### config.mk
export PLATFORM = sky130hd
export DESIGN_NAME = neuron_z_mac
export DESIGN_NICKNAME = d
export VERILOG_FILES = /design/src/rtl/neuron_pkg.sv /design/src/rtl/fp32_add.sv /design/src/rtl/neuron_z_mac.sv
export SDC_FILE = /design/constraint.sdc
export NUM_CORES = 2
export LEC_CHECK = 0
export CORE_MARGIN = 1.5
export CORE_UTILIZATION = 60
export DETAILED_ROUTE_END_ITERATION = 8
export PLACE_DENSITY_LB_ADDON = 0.15
export SLEW_MARGIN = 40
export SYNTH_ARGS = -nofsm -noshare
export SYNTH_HDL_FRONTEND = slang
export SYNTH_SLANG_ARGS = --single-unit
export TNS_END_PERCENT = 5
### constraint.sdc
create_clock -name clock -period 34.7 [get_ports clock]
set_input_delay 6.94 -clock clock [delete_from_list [all_inputs] [get_ports clock]]
set_output_delay 6.94 -clock clock [all_outputs]
set_load 0.02 [all_outputs]
### src/rtl/neuron_pkg.sv
// Shared FP32 field widths, special-value constants and the neuron MAC FSM state encoding.
package neuron_pkg;

    localparam int FP_W  = 32;
    localparam int EXP_W = 8;
    localparam int MAN_W = 23;

    localparam logic [FP_W-1:0] FP_QNAN    = 32'h7FC0_0000;
    localparam logic [FP_W-1:0] FP_POS_INF = 32'h7F80_0000;
    localparam logic [FP_W-1:0] FP_NEG_INF = 32'hFF80_0000;
    localparam logic [FP_W-1:0] FP_ZERO    = 32'h0000_0000;

    typedef enum logic [1:0] {
        ST_IDLE,
        ST_ACCUM,
        ST_DRAIN,
        ST_DONE
    } state_e;

endpackage

### src/rtl/fp32_add.sv
// Combinational FP32 adder: truncating rounding, denormal flush-to-zero, canonical NaN, +0 for exact zero.
module fp32_add
    import neuron_pkg::*;
(
    input  logic [FP_W-1:0] a,
    input  logic [FP_W-1:0] b,
    output logic [FP_W-1:0] y
);

    logic              a_nan, b_nan, a_inf, b_inf, a_zero, b_zero;
    logic              swap;
    logic [FP_W-1:0]   big, sml;
    logic [26:0]       big_ext, sml_ext, sml_al;
    logic [53:0]       sml_sh;
    logic [EXP_W-1:0]  exp_diff;
    logic [4:0]        shamt, lead;
    logic [27:0]       sum, norm;
    logic [MAN_W-1:0]  man_res;
    logic signed [9:0] exp_res;

    always_comb begin
        a_nan  = (&a[30:23]) && (|a[22:0]);
        b_nan  = (&b[30:23]) && (|b[22:0]);
        a_inf  = (&a[30:23]) && !(|a[22:0]);
        b_inf  = (&b[30:23]) && !(|b[22:0]);
        a_zero = !(|a[30:23]);
        b_zero = !(|b[30:23]);

        swap     = b[30:0] > a[30:0];
        big      = swap ? b : a;
        sml      = swap ? a : b;
        big_ext  = {1'b1, big[22:0], 3'b000};
        sml_ext  = {1'b1, sml[22:0], 3'b000};
        exp_diff = big[30:23] - sml[30:23];
        shamt    = (exp_diff > 8'd27) ? 5'd27 : exp_diff[4:0];

        // Bit 0 is a dedicated sticky position so truncation of the exact sum stays correct
        sml_sh = {sml_ext, 27'd0} >> shamt;
        sml_al = {sml_sh[53:28], sml_sh[27] | (|sml_sh[26:0])};
        sum    = (big[31] == sml[31]) ? ({1'b0, big_ext} + {1'b0, sml_al})
                                      : ({1'b0, big_ext} - {1'b0, sml_al});

        lead = 5'd0;
        for (int i = 0; i < 28; i++) begin
            if (sum[i]) lead = 5'(i);
        end
        norm    = sum << (5'd27 - lead);
        man_res = 23'(norm >> 4);
        exp_res = $signed({2'b00, big[30:23]}) + $signed({5'd0, lead}) - 10'sd26;

        y = FP_ZERO;
        if (a_nan || b_nan || (a_inf && b_inf && (a[31] != b[31]))) y = FP_QNAN;
        else if (a_inf)                 y = a;
        else if (b_inf)                 y = b;
        else if (a_zero && b_zero)      y = FP_ZERO;
        else if (a_zero)                y = b;
        else if (b_zero)                y = a;
        else if (sum == 28'd0)          y = FP_ZERO;
        else if (exp_res >= 10'sd255)   y = big[31] ? FP_NEG_INF : FP_POS_INF;
        else if (exp_res <= 10'sd0)     y = {big[31], 31'd0};
        else                            y = {big[31], exp_res[7:0], man_res};
    end

endmodule

### src/rtl/neuron_z_mac.sv
// Single neuron pre-activation Z = bias + sum(x_i * w_i) in FP32, one pair per cycle.
// Define NEURON_Z_RELU_EN to clamp negative results to +0 (NaN still passes through).
module neuron_z_mac
    import neuron_pkg::*;
#(
    parameter int NUM_INPUTS = 4,
    parameter int CNT_W      = $clog2(NUM_INPUTS + 1)
) (
    input  logic            clock,
    input  logic            reset_n,
    input  logic            start,
    input  logic [FP_W-1:0] bias,
    input  logic            in_valid,
    output logic            in_ready,
    input  logic [FP_W-1:0] neuron_input,
    input  logic [FP_W-1:0] weight,
    output logic            busy,
    output logic            out_valid,
    output logic [FP_W-1:0] result
);

    state_e            state_q, state_d;
    logic [CNT_W-1:0]  cnt_q, cnt_d;
    logic [FP_W-1:0]   acc_q, acc_d, prod_q, prod_d, result_q, result_d;
    logic              prod_vld_q, prod_vld_d, out_valid_q, out_valid_d;
    logic              accept, last_pair;
    logic [FP_W-1:0]   add_y, mul_y, z_final;

    logic              x_nan, w_nan, x_inf, w_inf, x_zero, w_zero, mul_sign;
    logic [47:0]       mul_full;
    logic [MAN_W-1:0]  mul_man;
    logic signed [9:0] mul_exp;

    fp32_add u_add (
        .a (acc_q),
        .b (prod_q),
        .y (add_y)
    );

    always_comb begin
        x_nan    = (&neuron_input[30:23]) && (|neuron_input[22:0]);
        w_nan    = (&weight[30:23]) && (|weight[22:0]);
        x_inf    = (&neuron_input[30:23]) && !(|neuron_input[22:0]);
        w_inf    = (&weight[30:23]) && !(|weight[22:0]);
        x_zero   = !(|neuron_input[30:23]);
        w_zero   = !(|weight[30:23]);
        mul_sign = neuron_input[31] ^ weight[31];
        mul_full = 48'({1'b1, neuron_input[22:0]}) * 48'({1'b1, weight[22:0]});
        mul_man  = mul_full[47] ? 23'(mul_full >> 24) : 23'(mul_full >> 23);
        mul_exp  = $signed({2'b00, neuron_input[30:23]}) + $signed({2'b00, weight[30:23]})
                 - 10'sd127 + $signed({9'd0, mul_full[47]});

        mul_y = {mul_sign, 31'd0};
        if (x_nan || w_nan || (x_inf && w_zero) || (w_inf && x_zero)) mul_y = FP_QNAN;
        else if (x_inf || w_inf)       mul_y = {mul_sign, 8'hFF, 23'd0};
        else if (x_zero || w_zero)     mul_y = {mul_sign, 31'd0};
        else if (mul_exp >= 10'sd255)  mul_y = {mul_sign, 8'hFF, 23'd0};
        else if (mul_exp <= 10'sd0)    mul_y = {mul_sign, 31'd0};
        else                           mul_y = {mul_sign, mul_exp[7:0], mul_man};
    end

`ifdef NEURON_Z_RELU_EN
    assign z_final = (acc_q[30:23] == 8'hFF && |acc_q[22:0]) ? FP_QNAN :
                     acc_q[31] ? FP_ZERO : acc_q;
`else
    assign z_final = acc_q;
`endif

    assign in_ready  = (state_q == ST_ACCUM);
    assign busy      = (state_q != ST_IDLE);
    assign out_valid = out_valid_q;
    assign result    = result_q;
    assign accept    = in_valid && in_ready;
    assign last_pair = (cnt_q == CNT_W'(NUM_INPUTS - 1));

    always_comb begin
        state_d     = state_q;
        cnt_d       = cnt_q;
        acc_d       = acc_q;
        prod_d      = prod_q;
        prod_vld_d  = 1'b0;
        result_d    = result_q;
        out_valid_d = 1'b0;
        case (state_q)
            ST_IDLE: begin
                // A start coinciding with the result pulse is dropped
                if (start && !out_valid_q) begin
                    state_d = ST_ACCUM;
                    acc_d   = bias;
                    cnt_d   = '0;
                end
            end
            ST_ACCUM: begin
                if (prod_vld_q) acc_d = add_y;
                if (accept) begin
                    prod_d     = mul_y;
                    prod_vld_d = 1'b1;
                    cnt_d      = cnt_q + 1'b1;
                    if (last_pair) state_d = ST_DRAIN;
                end
            end
            ST_DRAIN: begin
                if (prod_vld_q) acc_d = add_y;
                state_d = ST_DONE;
            end
            ST_DONE: begin
                result_d    = z_final;
                out_valid_d = 1'b1;
                state_d     = ST_IDLE;
            end
            default: state_d = ST_IDLE;
        endcase
    end

    always_ff @(posedge clock or negedge reset_n) begin
        if (!reset_n) begin
            state_q     <= ST_IDLE;
            cnt_q       <= '0;
            acc_q       <= FP_ZERO;
            prod_q      <= FP_ZERO;
            prod_vld_q  <= 1'b0;
            result_q    <= FP_ZERO;
            out_valid_q <= 1'b0;
        end else begin
            state_q     <= state_d;
            cnt_q       <= cnt_d;
            acc_q       <= acc_d;
            prod_q      <= prod_d;
            prod_vld_q  <= prod_vld_d;
            result_q    <= result_d;
            out_valid_q <= out_valid_d;
        end
    end

endmodule

==> flow_summary.yaml <==
outcome:
  status: "finished clean"
timing:
  slew_headroom: 0.418
  fmax_ghz: 0.0494
  setup_viol: 0
  grt_setup_unrepaired: "false"
  finalSetupTns_ps: 0
  fin_worst_skew_ps: 21.5
  hold_viol: 0
  slew_viol_final: 0
  worst_pin_slew_ps: 873
  fin_crit_sh: 0.583
  finalCriticalPeriod_ps: 20230
setup_path:
  cp_slowest_cell: "clkinv_1"
  crit_type: "primary input to flop"
  crit_path_max_incr_delay_ps: 610
  cp-start-kind: "primary input"
  cp.required_ps: 35020
  path_max_fanout: 28
  cp.arrival_ps: 20550
  crit_family: "adder cells"
  end_kind: "flop"
  crit_top_cell: "fa_1"
  crit_buf_inv: 9
layout:
  n_antenna_cell: 0
  layout-drive-gt1-share: 0.0536
  final_common_cell: "inv_1"
  mostFrequentLayoutCells: "656 x inv_1, 545 x nand2_1, 484 x fa_1"
  finalNetCount: 4905
  area_delta_synth_final_pct: 6.87
clocking:
  ctsHoldBuffers: 0
  cts_resized: 0
  cts_root_buf: "clkbuf_16"
  cts_tree: "done"
  clk_latency_ps: 380
  post-cts-setup-buffers: 0
  cts_buffer_depth: 2
  cts-buffers-inserted: 9
  htreeDepth: 3
  clock_sinks: 103
  clk_pin_slew_ps: 80
floorplanning:
  die_w_microns: 237
  io-pin-count: 135
  die_height_microns: 237
  initial_core_util: 0.607
  rows: 85
  die_area_sq_um: 56000
  core-area_sq_um: 53900
logic_synthesis:
  synth_edf_count: 0
  synth_ff_type: "dfrtp_1"
  synthXorXnorAreaFrac: 0.0182
  synthArstFlopShare: 1.00
  synth_top_family_by_area: "adder cells"
  synth_fa_ha_area_frac: 0.403
  synth_nets: 4892
  syn_area_sq_um: 32700
  synthCells: 4029
  seq_area_frac_synth: 0.0787
  synth-compound-area-share: 0.154
  ys_warn_count: 0
  yosys.area_share.simple: 0.194
  ys_types: 96
  synth_seq_cells: 103
  muxShareOfSynthArea: 0.0496
  postSynthAreaPerCell_sq_um: 8.12
global_route:
  grt_overflow: 0
  grt_pass1_vias: 30469
  grt_first_pass_wirelength_microns: 168000
  antenna_found_initial: 0
  grt_max_degree: 74
  grt_util_all_layers: 0.387
run:
  drv_cap: 0
route:
  drt_iter0_markers: 2429
  drtAntennaViolNets: 0
  viasPerCell: 6.23
  via_count: 29570
  firstDrtPassIters: 6
  drc: 0
  post_drt_wl_per_cell_microns: 22.5
  drt-total-wl_microns: 107000
placed_design:
  portBuffers: 134
  dpl.hpwl_microns: 82200
  routabilityCongestion: 1.04
worst_hold_path:
  hp-class: "flop to flop"
-- metal layers --
| layer | share of wire | up-vias | global-route usage |
|---|---|---|---|
| li1 | - | 13305 | - |
| met5 | 0 | - | 0 |
| met1 | 0.37 | 14382 | 0.458 |
| met4 | 0.079 | 0 | 0.265 |
| met2 | 0.48 | 1462 | 0.657 |
| met3 | 0.074 | 421 | 0.0522 |
-- worst register-to-register path, delay by kind of cell, from the launching register on --
family	cells	cell delay, ps
multiplexers	1	140
buffers and inverters	4	1460
AND/OR/NAND/NOR	15	4840
flip-flops	1	460
AO/OA/AOI/OAI	35	7080
adder cells (fa/ha/maj)	6	2010
XOR/XNOR	1	210
-- synth_stat cells, types with 13 or more instances --
| library cell | count | area (sq um) |
|---|---|---|
| clkbuf_1 | 173 | 649 |
| nor3b_1 | 13 | 97.6 |
| mux2_2 | 53 | 597 |
| o22ai_1 | 30 | 188 |
| a21o_1 | 34 | 255 |
| o21a_1 | 26 | 195 |
| a21oi_1 | 190 | 951 |
| inv_1 | 656 | 2460 |
| o31ai_1 | 16 | 120 |
| a221oi_1 | 21 | 184 |
| nand2_1 | 545 | 2050 |
| nor2b_1 | 20 | 125 |
| o211ai_1 | 26 | 195 |
| and2_1 | 224 | 1400 |
| a22oi_1 | 19 | 143 |
| fa_1 | 484 | 9690 |
| nand3_1 | 74 | 370 |
| mux2i_1 | 86 | 861 |
| o21bai_1 | 28 | 210 |
| o211a_1 | 13 | 130 |
| a211oi_1 | 24 | 180 |
| a31oi_1 | 25 | 156 |
| nor2_1 | 208 | 781 |
| xor2_1 | 16 | 140 |
| buf_1 | 14 | 52.6 |
| nor4_1 | 34 | 213 |
| xnor2_1 | 50 | 438 |
| o221ai_1 | 14 | 123 |
| nor3_1 | 65 | 325 |
| o21ai_0 | 137 | 686 |
| and3_1 | 19 | 119 |
| nand4_1 | 33 | 206 |
| ha_1 | 279 | 3490 |
| dfrtp_1 | 103 | 2580 |
| nand2b_1 | 25 | 156 |
| or3_1 | 26 | 163 |
-- final timing paths --
| kind | startpoint | endpoint | slack [ps] | cells past startpoint |
|---|---|---|---|---|
| min in group asynchronous | reset_n | result[20] | 6510 | 1 |
| setup / recovery | weight[5] | prod_q[19] | 14470 | 55 |
| hold reg to reg | cnt_q[2] | cnt_q[2] | 510 | 1 |
| hold / removal | cnt_q[2] | cnt_q[2] | 510 | 1 |
| setup reg to reg | acc_q[23] | acc_q[3] | 18440 | 62 |
| max in group asynchronous | reset_n | prod_q[29] | 27140 | 2 |
-- area by class of cell --
class | instances | area (sq um)
repair buffers | 212 | 1890
fillers | 4743 | 18900
clock inverters | 7 | 65.1
clock buffers | 9 | 225
multi-input cells | 3056 | 26900
inverters | 660 | 2480
flip-flops and latches | 103 | 2580
well taps | 696 | 871
-- state kept, by name (all words and copies together) (netlist names) --
register and cells:
cnt_q 3, out_valid 1, prod_q 32, result 32
prod_vld_q 1, acc_q 32, state_q 2
-- cell families after synthesis --
| logic type | after synthesis |
|---|---|
| multiplexers | 149 |
| AND/OR/NAND/NOR | 1331 |
| adder cells (fa/ha/maj) | 763 |
| XOR/XNOR | 67 |
| buffers and inverters | 870 |
| flip-flops | 103 |
| AO/OA/AOI/OAI | 746 |
-- metrics by stage --
stage | cells | worst slack, ps | util | hold slack (ps) | instance area, sq um
6_report | 4743 | 14470 | 0.649 | 508 | 35000
5_1_grt | 4743 | 13420 | 0.649 | 524 | 35000
4_1_cts | 4742 | 14420 | 0.649 | 512 | 35000
3_5_place_dp | 4726 | 14060 | 0.643 | 492 | 34700
3_3_place_gp | 4724 | 13950 | 0.643 | 489 | 34700
2_1_floorplan | 4029 | 16660 | - | 473 | 32700
Power is not shown: default switching activity piles up to over one toggle a cycle in this logic, so the estimate is an artifact.
